==> config.mk <==
export PLATFORM = sky130hd
export DESIGN_NAME = truth_table_scanner
export DESIGN_NICKNAME = d
export VERILOG_FILES = /design/src/rtl/truth_table_scanner.sv
export SDC_FILE = /design/constraint.sdc
export NUM_CORES = 1
export LEC_CHECK = 0
export BUFFER_PORTS_ARGS = -buffer_cell sky130_fd_sc_hd__clkbuf_2
export CORE_MARGIN = 2
export CORE_UTILIZATION = 44
export CTS_BUF_LIST = sky130_fd_sc_hd__clkbuf_8
export DETAILED_ROUTE_END_ITERATION = 10
export SLEW_MARGIN = 5
export SYNTH_ARGS = -nofsm -noshare
export SYNTH_HDL_FRONTEND = slang
export SYNTH_SLANG_ARGS = --single-unit
==> constraint.sdc <==
create_clock -name clk -period 2.25 [get_ports clk]
set_input_delay 0 -clock clk [delete_from_list [all_inputs] [get_ports clk]]
set_output_delay 0 -clock clk [all_outputs]
set_load 0.005 [all_outputs]
==> src/rtl/truth_table_scanner.sv <==
// Truth-table scanner: drives ABC through 000..111, samples F after a settle delay,
// builds the 8-entry table, and flags pass when it matches EXPECTED.
module truth_table_scanner #(
   parameter int         TICK_DIV      = 100_000_000,
   parameter int         DB_CYCLES     = 2_000_000,
   parameter int         SETTLE_CYCLES = 2,
   parameter logic [7:0] EXPECTED      = 8'h7E
) (
   input  logic        clk,
   input  logic        rst,
   input  logic [7:0]  sw_pin,
   input  logic        btn_pin,
   output logic [2:0]  abc_out,
   input  logic        f_in,
   output logic [15:0] led_pin
);

   localparam int TICK_W   = $clog2(TICK_DIV + 1);
   localparam int DB_W     = $clog2(DB_CYCLES + 1);
   localparam int SETTLE_W = $clog2(SETTLE_CYCLES + 1);

   localparam logic [TICK_W-1:0]   TICK_LAST   = TICK_W'(TICK_DIV - 1);
   localparam logic [DB_W-1:0]     DB_LAST     = DB_W'(DB_CYCLES - 1);
   localparam logic [SETTLE_W-1:0] SETTLE_LAST = SETTLE_W'(SETTLE_CYCLES - 1);

   localparam logic [2:0] ST_IDLE   = 3'd0;
   localparam logic [2:0] ST_APPLY  = 3'd1;
   localparam logic [2:0] ST_SETTLE = 3'd2;
   localparam logic [2:0] ST_SAMPLE = 3'd3;
   localparam logic [2:0] ST_WAIT   = 3'd4;
   localparam logic [2:0] ST_DONE   = 3'd5;

   logic                r_btn_meta;
   logic                r_btn_sync;
   logic                r_btn_stable;
   logic                r_btn_prev;
   logic [DB_W-1:0]     r_db_cnt;

   logic [2:0]          r_state;
   logic [2:0]          r_idx;
   logic [2:0]          r_abc;
   logic [7:0]          r_table;
   logic                r_done;
   logic                r_busy;
   logic                r_pass;
   logic [SETTLE_W-1:0] r_settle_cnt;
   logic [TICK_W-1:0]   r_tick_cnt;

   logic                w_press;
   logic                w_auto;
   logic                w_advance;
   logic [2:0]          w_state_nxt;
   logic                w_busy_nxt;
   logic [7:0]          w_table_upd;
   logic                w_unused_sw;

   assign w_unused_sw = ^sw_pin[6:0];
   assign w_auto      = sw_pin[7];
   assign w_press     = r_btn_stable & ~r_btn_prev;

   // Two-flop synchroniser, then a level is accepted only after DB_CYCLES
   // consecutive samples that disagree with the currently accepted level.
   always_ff @(posedge clk) begin
      // NOTE: sequential state uses non-blocking assignments so every register
      // samples pre-edge values regardless of statement order.
      if (rst) begin
         r_btn_meta   <= 1'b0;
         r_btn_sync   <= 1'b0;
         r_btn_stable <= 1'b0;
         r_btn_prev   <= 1'b0;
         r_db_cnt     <= '0;
      end else begin
         r_btn_meta <= btn_pin;
         r_btn_sync <= r_btn_meta;
         r_btn_prev <= r_btn_stable;
         if (r_btn_sync == r_btn_stable) begin
            r_db_cnt <= '0;
         end else if (r_db_cnt == DB_LAST) begin
            r_btn_stable <= r_btn_sync;
            r_db_cnt     <= '0;
         end else begin
            r_db_cnt <= r_db_cnt + 1'b1;
         end
      end
   end

   always_comb begin
      // NOTE: every combinational output gets a default first so no path
      // through the case can leave it unassigned and infer a latch.
      w_state_nxt = r_state;
      w_advance   = w_auto ? (r_tick_cnt == TICK_LAST) : w_press;
      w_table_upd = r_table;
      w_table_upd[r_idx] = f_in;
      case (r_state)
         ST_IDLE, ST_DONE: if (w_press) w_state_nxt = ST_APPLY;
         ST_APPLY:         w_state_nxt = ST_SETTLE;
         ST_SETTLE:        if (r_settle_cnt == SETTLE_LAST) w_state_nxt = ST_SAMPLE;
         ST_SAMPLE:        w_state_nxt = (r_idx == 3'd7) ? ST_DONE : ST_WAIT;
         ST_WAIT:          if (w_advance) w_state_nxt = ST_APPLY;
         default:          w_state_nxt = ST_IDLE;
      endcase
      w_busy_nxt = (w_state_nxt == ST_APPLY) || (w_state_nxt == ST_SETTLE) ||
                   (w_state_nxt == ST_SAMPLE) || (w_state_nxt == ST_WAIT);
   end

   always_ff @(posedge clk) begin
      if (rst) begin
         r_state      <= ST_IDLE;
         r_idx        <= 3'd0;
         r_abc        <= 3'd0;
         r_table      <= 8'h00;
         r_done       <= 1'b0;
         r_busy       <= 1'b0;
         r_pass       <= 1'b0;
         r_settle_cnt <= '0;
         r_tick_cnt   <= '0;
      end else begin
         r_state <= w_state_nxt;
         r_busy  <= w_busy_nxt;
         case (r_state)
            ST_IDLE, ST_DONE: begin
               if (w_press) begin
                  r_idx   <= 3'd0;
                  r_table <= 8'h00;
                  r_done  <= 1'b0;
                  r_pass  <= 1'b0;
               end
            end
            ST_APPLY: begin
               r_abc        <= r_idx;
               r_settle_cnt <= '0;
            end
            ST_SETTLE: r_settle_cnt <= r_settle_cnt + 1'b1;
            ST_SAMPLE: begin
               r_table    <= w_table_upd;
               r_tick_cnt <= '0;
               if (r_idx == 3'd7) begin
                  r_done <= 1'b1;
                  r_pass <= (w_table_upd == EXPECTED);
               end
            end
            ST_WAIT: begin
               // Tick counter only runs in auto mode; manual waits hold it.
               if (w_auto) r_tick_cnt <= r_tick_cnt + 1'b1;
               if (w_advance) r_idx <= r_idx + 3'd1;
            end
            default: ;
         endcase
      end
   end

   assign abc_out = r_abc;
   assign led_pin = {r_table, r_done, r_busy, 1'b0, r_pass, f_in, r_abc};

endmodule

# --- Yosys cells after proc, flatten, opt, wreduce, memory -nomap -nowiden ---
# Cells that the tools add are included.
# W data, S select, Z words.
totals:
  regBits: 74
  out_inout_bits: 19
  inputBits: 12
  wordCells: 80
classes:
  n_bitwise: 3
  muxes: 22
  order_cmp: 2
  n_eq_ne: 19
  n_reduce_logical: 16
  n_addsub: 4
ops:
  columns: ["cell", "count"]
  rows:
  - ["$pmux W27 S2", 1]
  - ["$add A27 B1 Y27 const B", 1]
  - ["$eq A27 B27 Y1 const B", 1]
  - ["$mux W27", 1]
  - ["$add A21 B1 Y21 const B", 1]
  - ["$eq A21 B21 Y1 const B", 1]
  - ["$pmux W8 S2", 1]
  - ["$mux W3", 5]
  - ["$pmux W3 S5", 1]
  - ["$eq A3 B2 Y1 const B", 4]
  - ["$eq A3 B3 Y1 const B", 4]
  - ["$bwmux W8", 1]
  - ["$eq A8 B7 Y1 const B", 1]
  - ["$mux W8", 1]
  - ["$ne A2 B2 Y1 const B", 4]
  - ["$reduce_bool A2 Y1", 4]
  - ["$eq A3 B1 Y1 const B", 2]
  - ["$mux W1", 6]
  - ["$pmux W3 S2", 1]
  - ["$reduce_and A2 Y1", 3]
  - ["$reduce_and A3 Y1", 2]
  - ["$lt A3 B4 Y1 const B", 1]
  - ["$pmux W1 S2", 2]
  - ["$pmux W2 S2", 1]
  - ["other kinds (13)", 16]

# --- Logic depth before layout (Yosys ltp) ---
logic_depth:
  word_depth: 9
  depth_mapped: 7
  mapped_depth_nobuf: 6

# --- Worst setup path before layout ---
# Ideal clock, no wire load.
synth_timing:
  kind: "register to register"
  from: "register r_state[0]"
  to: "register r_tick_cnt[16]"
  slack_ns: 0.410
  t_required_ns: 2.180
  arrival_time_ns: 1.770
  path_stages_with_launch: 7
  path_buffers: 2
  synth_period_minus_slack_ns: 1.840
  setup_ns: 0.070
  cell_sequence: "dfxtp_1 > buf_6 > nand4bb_4 > buf_6 > a2111o_1 > or4_1 > a21oi_1"
synth_via:
  elab_chain_len: 3
  elab_cells_between_ends: 6
  classes_between: "eq/ne (3); mux (1); reduce/logical (2)"
synth_lines:
  columns: ["item", "line", "text"]
  rows:
  - ["start, declared", "39", "logic [2:0] r_state;"]
  - ["start signal, assigned", "118", "r_state <= w_state_nxt;"]
  - ["$eq A3 B3 Y1 or $eq A3 B2 Y1 (tied branches)", "120", "case (r_state)"]
  - ["$ne A2 B2 Y1 (no line) or $reduce_bool A2 Y1 (tied branches)", null, null]
  - ["$reduce_and A2 Y1 (no line)", null, null]
  - ["end signal, assigned", "144", "if (w_auto) r_tick_cnt <= r_tick_cnt + 1'b1;"]
  - ["end, declared", "47", "logic [TICK_W-1:0] r_tick_cnt;"]
# Parallel ways exist; a longest one is shown, timed or not.
# A chain may end at the register's enable or synchronous reset.

# --- Final worst setup path ---
layout_timing:
  from: "register r_tick_cnt[0]"
  to: "register r_tick_cnt[16]"
layout_via:
  elab_chain_len: 3
layout_lines:
  columns: ["item", "line"]
  rows:
  - ["$add A27 B1 Y27", "144"]
  - ["$mux W27", "144"]
  - ["$pmux W27 S2", "120"]
# Every way passes these cells. The select of a mux whose other input is x is not followed.

==> impl_metrics.csv <==
group,metric,value,unit
place,dp_slack,0.218,ns
clocking,cts_tree,"built",
drt,via_count,3497,
logic_synthesis,netlist_area,3990,um2
logic_synthesis,synth.distinct_cells,63,
global_route,grt_pass1_wl,15300,um
drt,dr.pass1.iters,4,
clocking,htreeDepth,3,
place,place_hpwl,5940,um
die,boundaryPins,31,
worst_setup_path,critical_path.max_fanout,17,
logic_synthesis,yosys_warnings,0,
die,core-area,8760,um2
die,fp.dieH,99.3,um
timing,final_max_slew_viol_count,0,
final_layout,nets,511,
job,drv_cap,0,
timing,slew_headroom,0.553,
die,fp-row-count,34,
pwr,p_total,2.48,mW
final_layout,layoutNonFillerInstCount,607,
clocking,cts_setup_buffers,0,
timing,whs,0.0874,ns
worst_setup_path,cp-end-kind,"flip-flop",
logic_synthesis,syn_inst,485,
logic_synthesis,synth-edff-count,0,
timing,rsz0062_at_grt,"no",
timing,setup_violations,0,
final_layout,mostFrequentLayoutCells,"dfxtp_1, nor2_1, a21oi_1",
drt,viasPerCell,5.76,
final_layout,antenna_cells,0,
timing,tightest_slew,0.666,ns
drt,drt-initial-drc-count,120,
drt,drc_errors,0,
place,placed_area,4140,um2
worst_setup_path,rrSetupSlack,0.22,ns
timing,hold_viol_final,0,
global_route,antenna_found_initial,0,
clocking,clkLatencyLatePin,0.35,ns
worst_setup_path,arrival,2.33,ns
drt,wl,8780,um
timing,setup_ws,0.216,ns
global_route,grt_max_degree,40,
place,dp_cells,590,
timing,max_freq,492,MHz
final_layout,utilization,0.498,
worst_setup_path,crit_required,2.54,ns
clocking,numClockSinks,74,
worst_setup_path,start_kind,"flip-flop",
outcome,status,"finished clean",
clocking,cts_buffers,9,
logic_synthesis,ys_seq_elements,74,
die,die_w,99.3,um
logic_synthesis,async_flop_share,0,
pwr,p_leak,1.43,nW
place,portBuffers,22,
pwr,powerDensity,570,nW/um2
die,start_util,0.456,
logic_synthesis,ys_seq_area_frac,0.371,
global_route,grt-ovfl-total,0,
logic_synthesis,yosys_most_used_dff,"dfxtp_1",
clocking,clockRootBuffer,"clkbuf_8",
worst_setup_path,setup.worst_path.class,"flip-flop to flip-flop",
drt,final_antenna_net_count,0,
final_layout,drive_gt1_frac,0.114,
final_layout,layout_commonest_cell,"dfxtp_1",
global_route,grt_pass1_vias,3298,
global_route,grtUsageTotal,0.188,
timing,min_period,2.03,ns
clocking,clk_path_buf_depth,2,
drt,wl_per_cell,14.5,um
final_layout,syn_to_final_growth,9.18,%
pwr,vdd_drop_max,0.000394,V
logic_synthesis,syn_area_per_cell,8.23,um2
timing,period_share,0.904,
min_path,hold_class,"primary input to flip-flop",
place,place_congestion,0.767,
logic_synthesis,synth_nets,502,
clocking,clk_pin_slew,0.09,ns
timing,clock_skew,0.0132,ns
timing,tns,0,ns
final_layout,stdcell_area,4360,um2
die,fp.dieArea,9850,um2
-- final cells by class --
| class | instances | area (um2) |
|---|---|---|
| Fill cell | 861 | 4400 |
| Tap cell | 108 | 135 |
| Clock buffer | 9 | 124 |
| Clock inverter | 7 | 82.6 |
| Inverter | 14 | 52.6 |
| Sequential cell | 74 | 1480 |
| Timing Repair Buffer | 36 | 218 |
| Multi-Input combinational cell | 359 | 2270 |
-- report_power, final --
group	total, mW	internal (mW)	switching, mW	leakage, nW
Clock	1.09	0.531	0.560	0.0988
Sequential	1.32	1.31	0.00680	0.596
Combinational	0.0730	0.0287	0.0443	0.733
Total	2.48	1.87	0.611	1.43
-- cells in the mapped netlist (3+ instances only) --
cell type | instances | share of area
a211oi_1 | 5 | 0.0094
a21o_1 | 6 | 0.011
a21oi_1 | 40 | 0.050
a22oi_1 | 4 | 0.0075
and2_1 | 4 | 0.0063
and3_1 | 4 | 0.0063
and4_1 | 5 | 0.011
buf_2 | 4 | 0.0050
buf_4 | 8 | 0.015
clkbuf_1 | 21 | 0.020
dfxtp_1 | 74 | 0.37
ha_1 | 5 | 0.016
inv_1 | 14 | 0.013
mux2i_1 | 8 | 0.020
nand2_1 | 30 | 0.028
nand2b_1 | 13 | 0.020
nand3_1 | 17 | 0.021
nand3b_1 | 3 | 0.0056
nand4_1 | 8 | 0.013
nand4b_1 | 3 | 0.0066
nor2_1 | 44 | 0.041
nor2b_1 | 7 | 0.011
nor3_1 | 11 | 0.014
nor3b_1 | 7 | 0.013
nor4_1 | 8 | 0.013
nor4bb_1 | 5 | 0.013
o21ai_0 | 23 | 0.029
o31ai_1 | 13 | 0.024
o32ai_1 | 4 | 0.0088
or3_1 | 16 | 0.025
or4_1 | 12 | 0.023
xnor2_1 | 18 | 0.039
xor2_1 | 4 | 0.0088
-- timing repair --
action                                 4_1_cts  5_1_grt
hold buffers                                 1        0
setup endpoints to repair                    0        1
endpoints found under the hold margin        1        0
gates resized for setup                      0        1
-- metal layers --
metal	global-route usage	vias to the layer above	part of all wire	wire length, um
met2	0.319	65	0.47	4130
met3	0.0387	12	0.046	400
li1	-	1784	-	-
met4	0.0580	0	0.014	124
met1	0.239	1636	0.47	4120
met5	0	-	0	0
-- cells by family after synthesis --
kind of cell | synth area share
AO/OA/AOI/OAI | 0.179
XOR/XNOR | 0.0482
adder cells (fa/ha/maj) | 0.0157
buffers and inverters | 0.0617
flip-flops | 0.371
multiplexers | 0.0201
other | 0.000939
AND/OR/NAND/NOR | 0.304
-- critical path: stages (launching register included) --
cell and delay, ns:
dfxtp_1 0.41, ha_1 0.20, nand2_1 0.12, a2111o_2 0.60
or4_1 0.50, a21oi_1 0.15
-- worst paths after layout --
check | startpoint | end | depth (start not counted)
max | r_tick_cnt[0]$_SDFFE_PP0P_ | r_tick_cnt[16]$_SDFFE_PP0P_ | 5
min | sw_pin[7] | r_tick_cnt[0]$_SDFFE_PP0P_ | 3
max reg2reg | r_tick_cnt[0]$_SDFFE_PP0P_ | r_tick_cnt[16]$_SDFFE_PP0P_ | 5
min reg2reg | r_btn_meta$_SDFF_PP0_ | r_btn_sync$_SDFF_PP0_ | 1
-- flip-flops by register name, summed over array words and instances (netlist names) --
signal        count
r_tick_cnt       27
r_db_cnt         21
r_table           8
abc_out           3
r_idx             3
r_state           3
r_settle_cnt      2
r_btn_meta        1
r_btn_prev        1
r_btn_stable      1
r_btn_sync        1
r_busy            1
r_done            1
r_pass            1
(Power assumes the default switching activity.)
